$ cat src/rtl/alu_pkg.sv
// Shared definitions for the execute-stage ALU / HI-LO block.
//   - op_sel encodings consumed from the ALU-control decoder
//   - alu_lo_hi result-source codes
//   - execute FSM state type
package alu_pkg;

    localparam logic [5:0] OP_SLL   = 6'h00;
    localparam logic [5:0] OP_SRL   = 6'h02;
    localparam logic [5:0] OP_SRA   = 6'h03;
    localparam logic [5:0] OP_MULT  = 6'h18;
    localparam logic [5:0] OP_MULTU = 6'h19;
    localparam logic [5:0] OP_ADDU  = 6'h21;
    localparam logic [5:0] OP_SUBU  = 6'h23;
    localparam logic [5:0] OP_AND   = 6'h24;
    localparam logic [5:0] OP_OR    = 6'h25;
    localparam logic [5:0] OP_XOR   = 6'h26;
    localparam logic [5:0] OP_SLT   = 6'h2A;
    localparam logic [5:0] OP_SLTU  = 6'h2B;
    localparam logic [5:0] OP_HALT  = 6'h3F;

    localparam logic [1:0] SRC_ALU = 2'b00;
    localparam logic [1:0] SRC_LO  = 2'b01;
    localparam logic [1:0] SRC_HI  = 2'b10;

    typedef enum logic [1:0] {IDLE, MUL, DONE} state_e;

    function automatic logic is_mul_op(input logic [5:0] op);
        return (op == OP_MULT) || (op == OP_MULTU);
    endfunction

endpackage

$ cat src/rtl/seq_multiplier.sv
// Iterative LSB-first shift-add multiplier, one multiplier bit per cycle.
// Ports:
//   clk, rst_n   clock, synchronous active-low reset (aborts a multiply)
//   i_start      load operands and begin WIDTH iterations
//   i_signed     treat operands as two's complement (magnitudes + sign fixup)
//   i_a, i_b     operands
//   o_done       high during the final iteration; o_product is valid the cycle after
//   o_product    2*WIDTH product, sign-corrected, held until the next start
module seq_multiplier #(
    parameter int unsigned WIDTH = 32
) (
    input  logic               clk,
    input  logic               rst_n,
    input  logic               i_start,
    input  logic               i_signed,
    input  logic [WIDTH-1:0]   i_a,
    input  logic [WIDTH-1:0]   i_b,
    output logic               o_done,
    output logic [2*WIDTH-1:0] o_product
);

    localparam int unsigned CNT_W = (WIDTH > 1) ? $clog2(WIDTH) : 1;

    logic [2*WIDTH-1:0] r_mcand;
    logic [2*WIDTH-1:0] r_acc;
    logic [WIDTH:0]     r_mplier;
    logic [CNT_W-1:0]   r_cnt;
    logic               r_busy;
    logic               r_neg;

    logic [WIDTH:0]     w_a_mag;
    logic [WIDTH:0]     w_b_mag;
    logic               w_last;

    // Magnitudes are formed one bit wider so that -2^(WIDTH-1) negates exactly.
    assign w_a_mag = (i_signed && i_a[WIDTH-1]) ? -{i_a[WIDTH-1], i_a} : {1'b0, i_a};
    assign w_b_mag = (i_signed && i_b[WIDTH-1]) ? -{i_b[WIDTH-1], i_b} : {1'b0, i_b};

    assign w_last    = r_busy && (r_cnt == CNT_W'(WIDTH - 1));
    assign o_done    = w_last;
    assign o_product = r_neg ? -r_acc : r_acc;

    always_ff @(posedge clk) begin
        if (!rst_n) begin
            r_mcand  <= '0;
            r_acc    <= '0;
            r_mplier <= '0;
            r_cnt    <= '0;
            r_busy   <= 1'b0;
            r_neg    <= 1'b0;
        end else if (i_start) begin
            r_mcand  <= {{(WIDTH-1){1'b0}}, w_a_mag};
            r_mplier <= w_b_mag;
            r_acc    <= '0;
            r_cnt    <= '0;
            r_busy   <= 1'b1;
            r_neg    <= i_signed & (i_a[WIDTH-1] ^ i_b[WIDTH-1]);
        end else if (r_busy) begin
            if (r_mplier[0]) begin
                r_acc <= r_acc + r_mcand;
            end
            r_mcand  <= r_mcand << 1;
            r_mplier <= r_mplier >> 1;
            r_cnt    <= r_cnt + CNT_W'(1);
            if (w_last) begin
                r_busy <= 1'b0;
            end
        end
    end

endmodule

$ cat src/rtl/alu_hilo_exec.sv
// Execute stage: single-cycle ALU, result-source mux, HI/LO registers and
// issue control for the iterative multiplier.
// Ports:
//   clk, rst_n          clock, synchronous active-low reset
//   in_valid/in_ready   issue handshake; in_ready drops while a multiply runs
//   op_sel              operation code (alu_pkg encodings)
//   hi_en, lo_en        HI/LO write enables applied when a multiply completes
//   alu_lo_hi           result source: ALU, LO or HI
//   a, b, shamt         operands and shift amount
//   out_valid, result   registered result, one pulse per accepted op
//   hi_q, lo_q          architectural HI/LO
module alu_hilo_exec
    import alu_pkg::*;
#(
    parameter int unsigned WIDTH = 32
) (
    input  logic             clk,
    input  logic             rst_n,
    input  logic             in_valid,
    output logic             in_ready,
    input  logic [5:0]       op_sel,
    input  logic             hi_en,
    input  logic             lo_en,
    input  logic [1:0]       alu_lo_hi,
    input  logic [WIDTH-1:0] a,
    input  logic [WIDTH-1:0] b,
    input  logic [4:0]       shamt,
    output logic             out_valid,
    output logic [WIDTH-1:0] result,
    output logic [WIDTH-1:0] hi_q,
    output logic [WIDTH-1:0] lo_q
);

    state_e             r_state;
    logic [WIDTH-1:0]   r_result;
    logic [WIDTH-1:0]   r_hi;
    logic [WIDTH-1:0]   r_lo;
    logic               r_out_valid;
    logic               r_hi_en;
    logic               r_lo_en;

    state_e             w_state_d;
    logic               w_accept;
    logic               w_mul_start;
    logic               w_mul_done;
    logic [2*WIDTH-1:0] w_product;
    logic [WIDTH-1:0]   w_alu;
    logic [WIDTH-1:0]   w_src;

    assign in_ready    = (r_state == IDLE);
    assign w_accept    = in_valid & in_ready;
    assign w_mul_start = w_accept & is_mul_op(op_sel);

    seq_multiplier #(
        .WIDTH (WIDTH)
    ) u_mul (
        .clk       (clk),
        .rst_n     (rst_n),
        .i_start   (w_mul_start),
        .i_signed  (op_sel == OP_MULT),
        .i_a       (a),
        .i_b       (b),
        .o_done    (w_mul_done),
        .o_product (w_product)
    );

    always_comb begin
        w_alu = '0;
        case (op_sel)
            OP_ADDU: w_alu = a + b;
            OP_SUBU: w_alu = a - b;
            OP_AND:  w_alu = a & b;
            OP_OR:   w_alu = a | b;
            OP_XOR:  w_alu = a ^ b;
            OP_SLL:  w_alu = b << shamt;
            OP_SRL:  w_alu = b >> shamt;
            OP_SRA:  w_alu = $signed(b) >>> shamt;
            OP_SLT:  w_alu = {{(WIDTH-1){1'b0}}, $signed(a) < $signed(b)};
            OP_SLTU: w_alu = {{(WIDTH-1){1'b0}}, a < b};
            default: w_alu = '0;
        endcase

        case (alu_lo_hi)
            SRC_LO:  w_src = r_lo;
            SRC_HI:  w_src = r_hi;
            default: w_src = w_alu;
        endcase

        w_state_d = r_state;
        case (r_state)
            IDLE:    if (w_mul_start) w_state_d = MUL;
            MUL:     if (w_mul_done)  w_state_d = DONE;
            DONE:    w_state_d = IDLE;
            default: w_state_d = IDLE;
        endcase
    end

    always_ff @(posedge clk) begin
        if (!rst_n) begin
            r_state     <= IDLE;
            r_result    <= '0;
            r_hi        <= '0;
            r_lo        <= '0;
            r_out_valid <= 1'b0;
            r_hi_en     <= 1'b0;
            r_lo_en     <= 1'b0;
        end else begin
            r_state     <= w_state_d;
            r_out_valid <= 1'b0;
            if (w_mul_start) begin
                r_hi_en <= hi_en;
                r_lo_en <= lo_en;
            end else if (w_accept) begin
                r_result    <= w_src;
                r_out_valid <= 1'b1;
            end
            // Accept only happens in IDLE, so this never collides with the above.
            if (r_state == DONE) begin
                if (r_hi_en) r_hi <= w_product[2*WIDTH-1:WIDTH];
                if (r_lo_en) r_lo <= w_product[WIDTH-1:0];
                r_result    <= '0;
                r_out_valid <= 1'b1;
            end
        end
    end

    assign out_valid = r_out_valid;
    assign result    = r_result;
    assign hi_q      = r_hi;
    assign lo_q      = r_lo;

endmodule

$ cat config.mk
export PLATFORM = sky130hd
export DESIGN_NAME = alu_hilo_exec
export DESIGN_NICKNAME = d
export VERILOG_FILES = /design/src/rtl/alu_pkg.sv /design/src/rtl/seq_multiplier.sv /design/src/rtl/alu_hilo_exec.sv
export SDC_FILE = /design/constraint.sdc
export NUM_CORES = 1
export LEC_CHECK = 0
export CAP_MARGIN = 40
export CORE_UTILIZATION = 30
export DETAILED_ROUTE_END_ITERATION = 10
export GPL_ROUTABILITY_DRIVEN = 0
export PLACE_DENSITY = 0.55
export SLEW_MARGIN = 15
export SYNTH_ARGS = -nofsm -noshare
export SYNTH_HDL_FRONTEND = slang
export SYNTH_SLANG_ARGS = --single-unit
$ cat constraint.sdc
create_clock -name clk -period 5.9 [get_ports clk]
set_input_delay 1.475 -clock clk [delete_from_list [all_inputs] [get_ports clk]]
set_output_delay 1.475 -clock clk [all_outputs]
set_load 0.1 [all_outputs]
==> flow_metrics.tcl <==
set metrics [dict create \
    rsz0062_at_grt "false" \
    core_um2 85300 \
    netlist_area_um2 25800 \
    wl_per_cell_um 24.4 \
    cts_sinks 269 \
    fp.dieW_um 295 \
    leakage_nw 13.8 \
    drt_iter0_drc 3217 \
    syn_to_final_growth_pct 24.5 \
    holdPathStages 1 \
    numPortBuffers 179 \
    postSynthAreaPerCell_um2 7.71 \
    whs_endpoint "u_mul.r_mplier[32]" \
    critPathMaxStageDelay_ns 0.76 \
    ctsHoldBuffers 0 \
    yosys.area.top_type "dfxtp_1" \
    synth_cells 3350 \
    synth_top_area_frac 0.209 \
    drive_gt1_frac 0.113 \
    async_reset_ff_frac 0 \
    synth.area.top_cells "dfxtp_1 21%, ha_1 8.2%, mux4_2 6.3%" \
    insertion_delay_ns 0.58 \
    hpwlAfterDp_um 90800 \
    ir_worst_vdd_mv 0.159 \
    path_clk_slew_ns 0.06 \
    grt_overflow 0 \
    worst-path-max-fanout 5 \
    grt_pass1_wl_um 167000 \
    fp.dieH_um 295 \
    yosysWarnings 0 \
    fmax_ghz 0.196 \
    fp-row-count 107 \
    grt_pass1_vias 25086 \
    vias 27589 \
    syn_nets 3604 \
    crit_type "primary input to flop" \
    fin_crit_sh 0.865 \
    h-tree-depth 2 \
    relSlewSlack 0.334 \
    start_util 0.303 \
    maxCapViolCount 0 \
    crit_path_end_kind "flop" \
    dieArea_um2 87300 \
    hold_viol 0 \
    tightest_slew_ns 0.988 \
    power_density_nw_per_um2 172 \
    drtAntennaViolNets 0 \
    synth_edf_count 0 \
    antenna_found_initial 12 \
    post-cts-setup-buffers 0 \
    crit_chain "clkdlybuf4s50_1, ha_1, inv_1, fa_1, nand2b_1, a21oi_1, o41ai_1, o21ai_0, a211oi_1, o311ai_0, a211oi_1, xnor2_1, a21oi_1, nor3_1" \
    cts_buffers 35 \
    outcome "finished clean" \
    regToRegStartpoint "u_mul.r_acc[0]" \
    fin_util 0.377 \
    vias_per_cell 5.89 \
    fin_tns_setup_ns 0 \
    root_buffer "clkbuf_16" \
    drt-total-wl_um 115000 \
    grtUsageTotal 0.253 \
    grt_start_max_net_pins 125 \
    layout_min_cycle_time_ns 5.10 \
    ctsResizeCount 0 \
    hold_class "flop to flop" \
    synth-seq-cells 269 \
    arrival_ns 5.54 \
    cpMaxStageDelayCell "a211oi_1" \
    fin_nets 3769 \
    maxSlewViolCount 0 \
    cts.path.max_buffers 3 \
    ys_types 88 \
    ys.flop_type "dfxtp_1" \
    crit_required_ns 6.34 \
    drc 0 \
    io_pins 180 \
    ys_seq_area_frac 0.209 \
    fillers 8735 \
    cts_tree "built" \
    finalSetupViolations 0 \
    cp-start-kind "primary input" \
    reg2reg_slack_ns 1.78 \
    dr.pass1.iters 8 \
    reg2regPathDepth 13 \
    worstReg2RegEnd "u_mul.r_acc[36]" \
    finalClockSkew_ns 0.0208 \
    min_from "u_mul.r_mplier[32]" \
]
sequential cells by signal (all words and copies together), names as in the netlist:
name / cells
u_mul.r_acc: 64
u_mul.r_mplier: 33
r_state: 2
result: 32
u_mul.r_mcand: 64
out_valid: 1
u_mul.r_cnt: 5
lo_q: 32
u_mul.r_busy: 1
u_mul.r_neg: 1
r_hi_en: 1
r_lo_en: 1
hi_q: 32
worst max-delay path by stage:
stage          from          to  slack, ns  cells after the start
2_1_floorplan  b[8]   result[0]       1.63                     14
3_3_place_gp   a[2]  result[24]       0.41                     13
3_5_place_dp   a[4]  result[24]       0.36                     13
4_1_cts        b[0]  result[24]       0.95                     14
5_1_grt        a[4]  result[24]       0.65                     13
6_report       b[0]  result[24]       0.80                     14
cell usage after synthesis, types with 83 or more instances:
cell / number
nand2_1: 386
a21oi_1: 279
nor2_1: 275
dfxtp_1: 269
o21ai_0: 206
clkbuf_1: 200
ha_1: 169
mux2i_1: 153
inv_1: 137
xnor2_1: 106
o211a_1: 104
xor2_1: 83
power breakdown:
part / internal [W] / total, W / switching (W)
combinational: 0.000496 / 0.00137 / 0.000878
sequential: 0.00183 / 0.00185 / 0.0000154
clock: 0.00136 / 0.00231 / 0.000948
placed cells by master, fill, tap and decap left out, types with 21 or more instances in the layout:
| master | Yosys | layout |
|---|---|---|
| ha_1 | 169 | 169 |
| nand3_1 | 63 | 62 |
| clkbuf_16 | 0 | 35 |
| and3_1 | 25 | 25 |
| a21o_1 | 44 | 44 |
| xnor2_1 | 106 | 106 |
| o21bai_1 | 24 | 24 |
| o21ai_0 | 206 | 206 |
| xor2_1 | 83 | 83 |
| buf_4 | 1 | 103 |
| mux4_2 | 72 | 72 |
| o31ai_1 | 48 | 48 |
| and2_1 | 23 | 21 |
| a31oi_1 | 30 | 30 |
| nor3_1 | 82 | 79 |
| dfxtp_1 | 269 | 267 |
| o211a_1 | 104 | 104 |
| inv_1 | 137 | 137 |
| nor2b_1 | 36 | 36 |
| nor4_1 | 22 | 22 |
| nor2_1 | 275 | 273 |
| buf_8 | 0 | 60 |
| clkdlybuf4s50_1 | 0 | 172 |
| or3_1 | 26 | 26 |
| a211oi_1 | 36 | 36 |
| buf_16 | 0 | 40 |
| a22oi_1 | 45 | 45 |
| mux2i_1 | 153 | 153 |
| nand2_1 | 386 | 384 |
| nand4_1 | 33 | 33 |
| nand2b_1 | 28 | 28 |
| o22ai_1 | 38 | 38 |
| a21oi_1 | 279 | 279 |
| o211ai_1 | 27 | 27 |
per-layer routing:
metal | routed length (µm) | up-vias | global-route usage
met5 | 103 | - | 0
met4 | 6380 | 16 | 0.125
met3 | 11600 | 265 | 0.0532
met2 | 48000 | 1487 | 0.375
met1 | 48400 | 13203 | 0.347
li1 | - | 12618 | -
cell type report:
class	instances	area, µm²	area share
flip-flops and latches	269	5390	0.168
multi-input cells	2688	19000	0.591
diodes	2	5.00	0.000156
repair buffers	383	4580	0.143
clock inverters	17	209	0.00650
inverters	138	518	0.0161
well taps	1144	1430	0.0445
clock buffers	47	1020	0.0318
per-stage QoR:
| stage | hold WS, ns | setup WS [ns] | total power, W | cells | area, µm² |
|---|---|---|---|---|---|
| 2_1_floorplan | 0.439 | 1.63 | 0.00270 | 3350 | 25800 |
| 3_3_place_gp | 0.474 | 0.413 | 0.00317 | 4520 | 28900 |
| 3_5_place_dp | 0.479 | 0.361 | 0.00321 | 4622 | 30900 |
| 4_1_cts | 0.487 | 0.947 | 0.00553 | 4686 | 32100 |
| 5_1_grt | 0.492 | 0.647 | 0.00571 | 4687 | 32100 |
| 6_report | 0.482 | 0.796 | 0.00554 | 4688 | 32100 |
worst max-delay path, delay by kind of cell:
| kind | cells | cell delay [ns] |
|---|---|---|
| xor gates and xnor gates | 1 | 0.09 |
| buffers and inverters | 2 | 0.64 |
| and+or+nand+nor | 2 | 0.19 |
| adders and majority gates | 2 | 0.49 |
| AOI/OAI and AO/OA | 7 | 2.64 |
cell families (layout without fill, tap and decap cells):
kind of cell    Yosys count  count (layout)  share of synthesized area
compound gates         1037            1037                      0.270
xor+xnor                189             189                     0.0641
fa+ha+maj               172             172                     0.0842
buf+inv                 393             585                     0.0583
flops                   269             269                      0.209
mux                     230             230                      0.124
other cells               0               2                          0
simple gates           1060            1060                      0.191
Note: power is estimated with default switching activity, not from simulation.
